## config.mk

```make
export PLATFORM = sky130hd
export DESIGN_NAME = count_monitor
export DESIGN_NICKNAME = d
export VERILOG_FILES = /design/src/rtl/count_monitor.sv
export SDC_FILE = /design/constraint.sdc
export NUM_CORES = 1
export LEC_CHECK = 0
export BUFFER_PORTS_ARGS = -buffer_cell sky130_fd_sc_hd__buf_2
export CORE_ASPECT_RATIO = 0.7
export CORE_UTILIZATION = 55
export DETAILED_ROUTE_END_ITERATION = 16
export PLACE_DENSITY = 0.79
export SYNTH_ARGS = -nofsm -noshare
export SYNTH_HDL_FRONTEND = slang
export SYNTH_SLANG_ARGS = --single-unit
export TNS_END_PERCENT = 20
```

## constraint.sdc

```tcl
create_clock -name clk -period 3.2 [get_ports clk]
set_input_delay 0.16 -clock clk [delete_from_list [all_inputs] [get_ports clk]]
set_output_delay 0.16 -clock clk [all_outputs]
set_load 0.03 [all_outputs]
```

## src/rtl/count_monitor.sv

```systemverilog
// count_monitor: watches a mod-N up/down counter, locks onto its direction,
// and reports wraps, sequence errors, direction flips and out-of-range faults.
module count_monitor #(
  parameter int N = 10,
  parameter int W = 4
) (
  input  logic         clk,
  input  logic         reset,
  input  logic [W-1:0] cnt_in,
  input  logic         sample_en,
  output logic         locked,
  output logic         dir_up,
  output logic         wrap_pulse,
  output logic         err_pulse,
  output logic         dir_flip,
  output logic         fault,
  output logic [7:0]   wrap_count,
  output logic [7:0]   err_count
);

  typedef enum logic [2:0] {
    IDLE    = 3'd0,
    SYNC    = 3'd1,
    LOCK_UP = 3'd2,
    LOCK_DN = 3'd3,
    FAULT   = 3'd4
  } state_t;

  localparam logic [W-1:0] TOP = W'(N - 1);

  state_t       state_q, state_d;
  logic [W-1:0] prev_q, prev_d;
  logic         locked_q, locked_d;
  logic         dir_up_q, dir_up_d;
  logic         wrap_q, wrap_d;
  logic         err_q, err_d;
  logic         flip_q, flip_d;
  logic         fault_q, fault_d;
  logic [7:0]   wrap_cnt_q, wrap_cnt_d;
  logic [7:0]   err_cnt_q, err_cnt_d;

  logic [W-1:0] inc_prev;
  logic [W-1:0] dec_prev;
  logic [31:0]  cnt_ext;

  // Modulo-N neighbours of the last sampled value.
  always_comb begin
    inc_prev = (prev_q == TOP) ? '0 : prev_q + W'(1);
    dec_prev = (prev_q == '0) ? TOP : prev_q - W'(1);
    cnt_ext  = 32'(cnt_in);
  end

  // Next-state and registered-output computation; up match is checked first
  // everywhere so that N==2 (inc==dec) resolves to the up interpretation.
  always_comb begin
    state_d    = state_q;
    prev_d     = prev_q;
    wrap_d     = 1'b0;
    err_d      = 1'b0;
    flip_d     = 1'b0;
    fault_d    = fault_q;
    wrap_cnt_d = wrap_cnt_q;
    err_cnt_d  = err_cnt_q;

    if (sample_en && (state_q != FAULT)) begin
      if (cnt_ext >= 32'(N)) begin
        state_d = FAULT;
        fault_d = 1'b1;
      end else begin
        prev_d = cnt_in;
        case (state_q)
          IDLE: state_d = SYNC;
          SYNC: begin
            if (cnt_in == inc_prev)      state_d = LOCK_UP;
            else if (cnt_in == dec_prev) state_d = LOCK_DN;
          end
          LOCK_UP: begin
            if (cnt_in == inc_prev) begin
              wrap_d = (prev_q == TOP);
            end else if (cnt_in == prev_q) begin
              state_d = LOCK_UP;
            end else if (cnt_in == dec_prev) begin
              state_d = LOCK_DN;
              flip_d  = 1'b1;
            end else begin
              state_d = SYNC;
              err_d   = 1'b1;
            end
          end
          LOCK_DN: begin
            if (cnt_in == inc_prev) begin
              state_d = LOCK_UP;
              flip_d  = 1'b1;
            end else if (cnt_in == prev_q) begin
              state_d = LOCK_DN;
            end else if (cnt_in == dec_prev) begin
              wrap_d = (prev_q == '0);
            end else begin
              state_d = SYNC;
              err_d   = 1'b1;
            end
          end
          default: state_d = state_q;
        endcase
      end
    end

    if (wrap_d) wrap_cnt_d = wrap_cnt_q + 8'd1;
    if (err_d && (err_cnt_q != 8'hFF)) err_cnt_d = err_cnt_q + 8'd1;

    locked_d = (state_d == LOCK_UP) || (state_d == LOCK_DN);
    dir_up_d = (state_d == LOCK_UP);
  end

  // State and output registers, cleared immediately by reset.
  always_ff @(posedge clk or posedge reset) begin
    if (reset) begin
      state_q    <= IDLE;
      prev_q     <= '0;
      locked_q   <= 1'b0;
      dir_up_q   <= 1'b0;
      wrap_q     <= 1'b0;
      err_q      <= 1'b0;
      flip_q     <= 1'b0;
      fault_q    <= 1'b0;
      wrap_cnt_q <= 8'd0;
      err_cnt_q  <= 8'd0;
    end else begin
      state_q    <= state_d;
      prev_q     <= prev_d;
      locked_q   <= locked_d;
      dir_up_q   <= dir_up_d;
      wrap_q     <= wrap_d;
      err_q      <= err_d;
      flip_q     <= flip_d;
      fault_q    <= fault_d;
      wrap_cnt_q <= wrap_cnt_d;
      err_cnt_q  <= err_cnt_d;
    end
  end

  assign locked     = locked_q;
  assign dir_up     = dir_up_q;
  assign wrap_pulse = wrap_q;
  assign err_pulse  = err_q;
  assign dir_flip   = flip_q;
  assign fault      = fault_q;
  assign wrap_count = wrap_cnt_q;
  assign err_count  = err_cnt_q;

endmodule

```

=== Word level (Yosys, flattened, before mapping) ===
Cells that the tools add are included.

* Register bits after elaboration: 29
* Input bits: 7
* Output and inout bits: 22
* Word-level logic and storage cells: 68

* Add/subtract/negate cells: 4
* Magnitude comparators: 1
* Equal/unequal tests: 11
* Multiplexer cells: 33
* Bitwise logic cells: 1
* Reduce and logical (&&, ||, !) cells: 8

{| class="wikitable"
|+ Operators by type and width
! kind !! count
|-
| $mux 3 || 8
|-
| $mux 1 || 18
|-
| $add 8x1->8 const B || 2
|-
| $eq 3x2->1 const B || 4
|-
| $eq 4x4->1 || 3
|-
| $pmux 3 s4 || 1
|-
| $mux 4 || 2
|-
| $ne 8x8->1 const B || 1
|-
| $add 4x1->4 const B || 1
|-
| $eq 4x4->1 const B || 1
|-
| $ge 4x4->1 const B || 1
|-
| $logic_not 4->1 || 1
|-
| $mux 2 || 2
|-
| $pmux 1 s2 || 2
|-
| $reduce_and 2->1 || 2
|-
| $sub 4x1->4 const B || 1
|-
| $eq 3x1->1 const B || 1
|-
| $logic_not 3->1 || 1
|-
| $ne 3x3->1 const B || 1
|-
| $logic_and 1x1->1 || 2
|-
| $reduce_or 2->1 || 1
|-
| $logic_or 1x1->1 || 1
|-
| $not 1->1 || 1
|}

=== Depth between registers and ports, before layout ===
* Depth after elaboration: 11
* Gate-level depth with buffers: 8
* Depth with buffers taken out: 7

=== Least setup slack after synthesis ===
No wires, ideal clock.

* Path type: register to register
* Start point: reg prev_q[3]
* End point: reg wrap_cnt_q[1], in the netlist wrap_count[1]
* Setup time: 0.127 ns
* Arrival time: 2.109 ns
* Required time: 3.073 ns
* Setup slack: 0.964 ns
* Cell stages (with the launch flop): 9
* Path buffers: 1
* Period minus slack after synthesis: 2.236 ns
* Cell sequence: dfrtp_1 buf_4 and3b_1 o21ai_0 and3_1 nor4_4 a41o_2 and2_4 mux2_1

* Cells in the longest elaborated chain, start to end: 9
* Elaborated cells between the ends (all ways): 16
* Classes of those cells: add/sub (2); eq/ne (4); mux (9); reduce/logical (1)

{| class="wikitable"
|+ RTL lines
! element !! line !! source
|-
| start, declared || 32 || <nowiki>logic [W-1:0] prev_q, prev_d;</nowiki>
|-
| start signal, assigned || 130 || <nowiki>prev_q <= prev_d;</nowiki>
|-
| $sub 4x1->4 / $logic_not 4->1 (equally long branches) || 49, 97 ||
|-
| $mux 4 || 49 || <nowiki>dec_prev = (prev_q == '0) ? TOP : prev_q - W'(1);</nowiki>
|-
| $eq 4x4->1 || 96 || <nowiki>end else if (cnt_in == dec_prev) begin</nowiki>
|-
| $mux 1 || 96 ||
|-
| $mux 1 || 94 || <nowiki>end else if (cnt_in == prev_q) begin</nowiki>
|-
| $mux 1 || 91 || <nowiki>if (cnt_in == inc_prev) begin</nowiki>
|-
| $pmux 1 s2 * || 71 || <nowiki>case (state_q)</nowiki>
|-
| $mux 1 * || 66 || <nowiki>if (cnt_ext >= 32'(N)) begin</nowiki>
|-
| $mux 1 * || 65 || <nowiki>if (sample_en && (state_q != FAULT)) begin</nowiki>
|-
| via wrap_d || 35 || <nowiki>logic wrap_q, wrap_d;</nowiki>
|-
| end signal, assigned || 137 || <nowiki>wrap_cnt_q <= wrap_cnt_d;</nowiki>
|-
| end, declared || 39 || <nowiki>logic [7:0] wrap_cnt_q, wrap_cnt_d;</nowiki>
|}

The timed path passes the listed nets; every way through them passes the cells marked *.
A chain may end at the register's enable or synchronous reset.

=== Worst setup path in the final report ===
* Start point: reg prev_q[1]
* End point: reg wrap_cnt_q[1], in the netlist wrap_count[1]

Same word-level chain as after synthesis.

==> flow_summary.toml <==
[sta]
period_minus_slack_ns = 2.52
finalSetupViolCount = 0
fin_crit_sh_pct = 78.8
final_hold_viol_count = 0
skew_ns = 0.00449
rsz0062_at_grt = "no"
fmax_ghz = 0.397
finalMaxSlewViolations = 0
fin_tns_setup_ns = 0
worst_pin_slew_ns = 1.07
max_slew_margin_pct = 28.7

[critical_path]
reg2reg_from = "prev_q[1]"
cp_max_fo = 12
critPathKind = "reg -> reg"
r2r_slack_ns = 0.68
slowest_stage = "dfrtp_1"
cp-end-kind = "flop"
crit_path_start = "prev_q[1]"
start_kind = "flop"
cp_cell_sequence = "and3b_1 > o21ai_0 > a21oi_1 > nor4_4 > a41o_2 > and2_4 > mux2_1"
cp_data_arrival_time_ns = 2.69
reg2reg_depth = 7
required_ns = 3.37
slowest_delay_ns = 0.51
rr_endpoint = "wrap_count[1]"

[drt]
wirelength_mm = 3.44
highest_layer = "met4"
vias = 1328
route.detailed.drc = 0
m1WireLength_mm = 1.65
antenna_left = 0
firstDrtPassIters = 4
drt_iter0_drc = 67
post_drt_wl_per_cell_um = 14.9
wl_met3_um = 198
wl_met2_mm = 1.51
vias_per_cell = 5.75

[synth]
synth_top_area_share_pct = 44.0
yosysWarnings = 0
synth_nets = 173
syn_inst = 164
avgSynthCellArea_um2 = 10.1
synth_area_um2 = 1650
ys_ff_latch = 29
ys_async_sr_fraction_pct = 100
yosys.area.top_type = "dfrtp_1"
yosys-top-cells-area = "dfrtp_1 44%, xnor2_1 6.9%, a21oi_1 3.9%"
synth_edf_count = 0
synth_flop_cell = "dfrtp_1"
ys_types = 42
yosysSeqAreaShare_pct = 44.0

[final_layout]
fill_cells = 219
final_core_util_pct = 67.5
final_common_cell = "dfrtp_1"
layout_common_cells = "29 x dfrtp_1, 28 x buf_2, 13 x a21oi_1, 13 x xnor2_1, 11 x nor2_1"
fin_nets = 203
num_antenna_cells = 0
layout-drive-gt1-share_pct = 25.6
areaGrowthSynthToFinish_pct = 15.6

[clock_network]
cts.clk_slew.worst_paths_ns = 0.06
clock_sinks = 29
ctsRootBufferMaster = "clkbuf_8"
cts_buffer_depth = 2
cts_resized = 0
ctsHtreeMaxLevel = 2
cts_inserted_buffers = 5
cts_tree = "built"
cts_setup_buffers = 0
hold_buffers = 0
clk_latency_ns = 0.29

[die]
dieArea_um2 = 3220
die_h_um = 47.8
design.core.area_um2 = 2820
die_x_um = 67.4
initial_core_util_pct = 58.4
rows = 16
pin_count = 29

[hold_path]
hold_path_class = "in -> async"

[place]
io_buffers = 28
hpwl_mm = 2.45
place_congestion = 0.892

[power]
leakage_nw = 0.910
ir_worst_vdd_v = 0.000382
cellPowerDensity_nw_per_um2 = 622

[grt]
antenna_found_initial = 0
grt_max_degree = 30
track_usage_pct = 23.5
overflow = 0
grt_pass1_wl_mm = 5.31
grt_pass1_vias = 1179

[run_status]
status = "finished clean"

[flow_run]
cap_viol_max_count = 0
-- worst max-delay path, delay by kind of cell, from the launching register on --
family | cells | cell delay (ns)
DFF | 1 | 0.51
and+or+nand+nor | 3 | 0.87
AOI/OAI and AO/OA | 3 | 0.72
muxes | 1 | 0.32
-- per-layer routing --
layer,global-route usage [%],vias up
li1,-,642
met1,31.6,628
met2,33.8,45
met3,7.38,13
met4,13.2,0
met5,0,-
-- flip-flops by register name, indices dropped and copies added (netlist names), 3 cells and up --
name / cells
prev_q: 4
wrap_count: 8
state_q: 3
err_count: 8
-- cell usage after synthesis (all sizes together) (2+ instances only) --
master  count
a21oi      13
and2        3
and3        5
and4        2
buf         5
dfrtp      29
ha          2
inv         5
mux2        6
nand2       8
nand2b      8
nand3      11
nand4       4
nor2       11
nor2b       5
nor4        4
o21a        2
o21ai       8
o21bai      2
xnor2      13
xor2        5
-- layout make-up --
cell class / count / area (µm²) / area share (%)
Multi-Input combinational cell: 124 / 867 / 45.5
Sequential cell: 29 / 726 / 38.1
Clock inverter: 1 / 5.00 / 0.263
Inverter: 5 / 18.8 / 0.985
Timing Repair Buffer: 29 / 148 / 7.75
Tap cell: 36 / 45.0 / 2.36
Clock buffer: 7 / 96.3 / 5.06
-- cells by family after synthesis --
logic type / count (synthesis) / share of synthesized area [%]
buffers and inverters: 11 / 3.41
AOI/OAI and AO/OA: 30 / 10.8
muxes: 7 / 5.16
xor gates and xnor gates: 18 / 10.0
DFF: 29 / 44.0
and+or+nand+nor: 67 / 25.0
adders and majority gates: 2 / 1.52
-- where the power goes --
group	internal (mW)	switching (mW)
registers	0.403	0.0887
clock network	0.194	0.140
logic	0.158	0.202
total	0.755	0.431
-- worst max-delay path by stage --
stage	to	slack [ns]
floorplan	wrap_count[1]	0.96
global placement	wrap_count[1]	0.86
detailed placement	wrap_count[1]	0.69
CTS	wrap_count[1]	0.68
global route	wrap_count[1]	0.47
finish	wrap_count[1]	0.68
-- stage by stage --
stage	worst slack (ns)	instance area (µm²)	cells	hold slack (ns)	total power, mW
3_5_place_dp	0.689	1800	223	0.429	0.851
2_1_floorplan	0.964	1650	164	0.238	0.794
5_1_grt	0.472	1910	231	0.147	1.25
3_3_place_gp	0.862	1800	223	0.404	0.825
4_1_cts	0.681	1910	231	0.123	1.18
6_report	0.679	1910	231	0.126	1.19
Power figures use the tool's default switching activity.
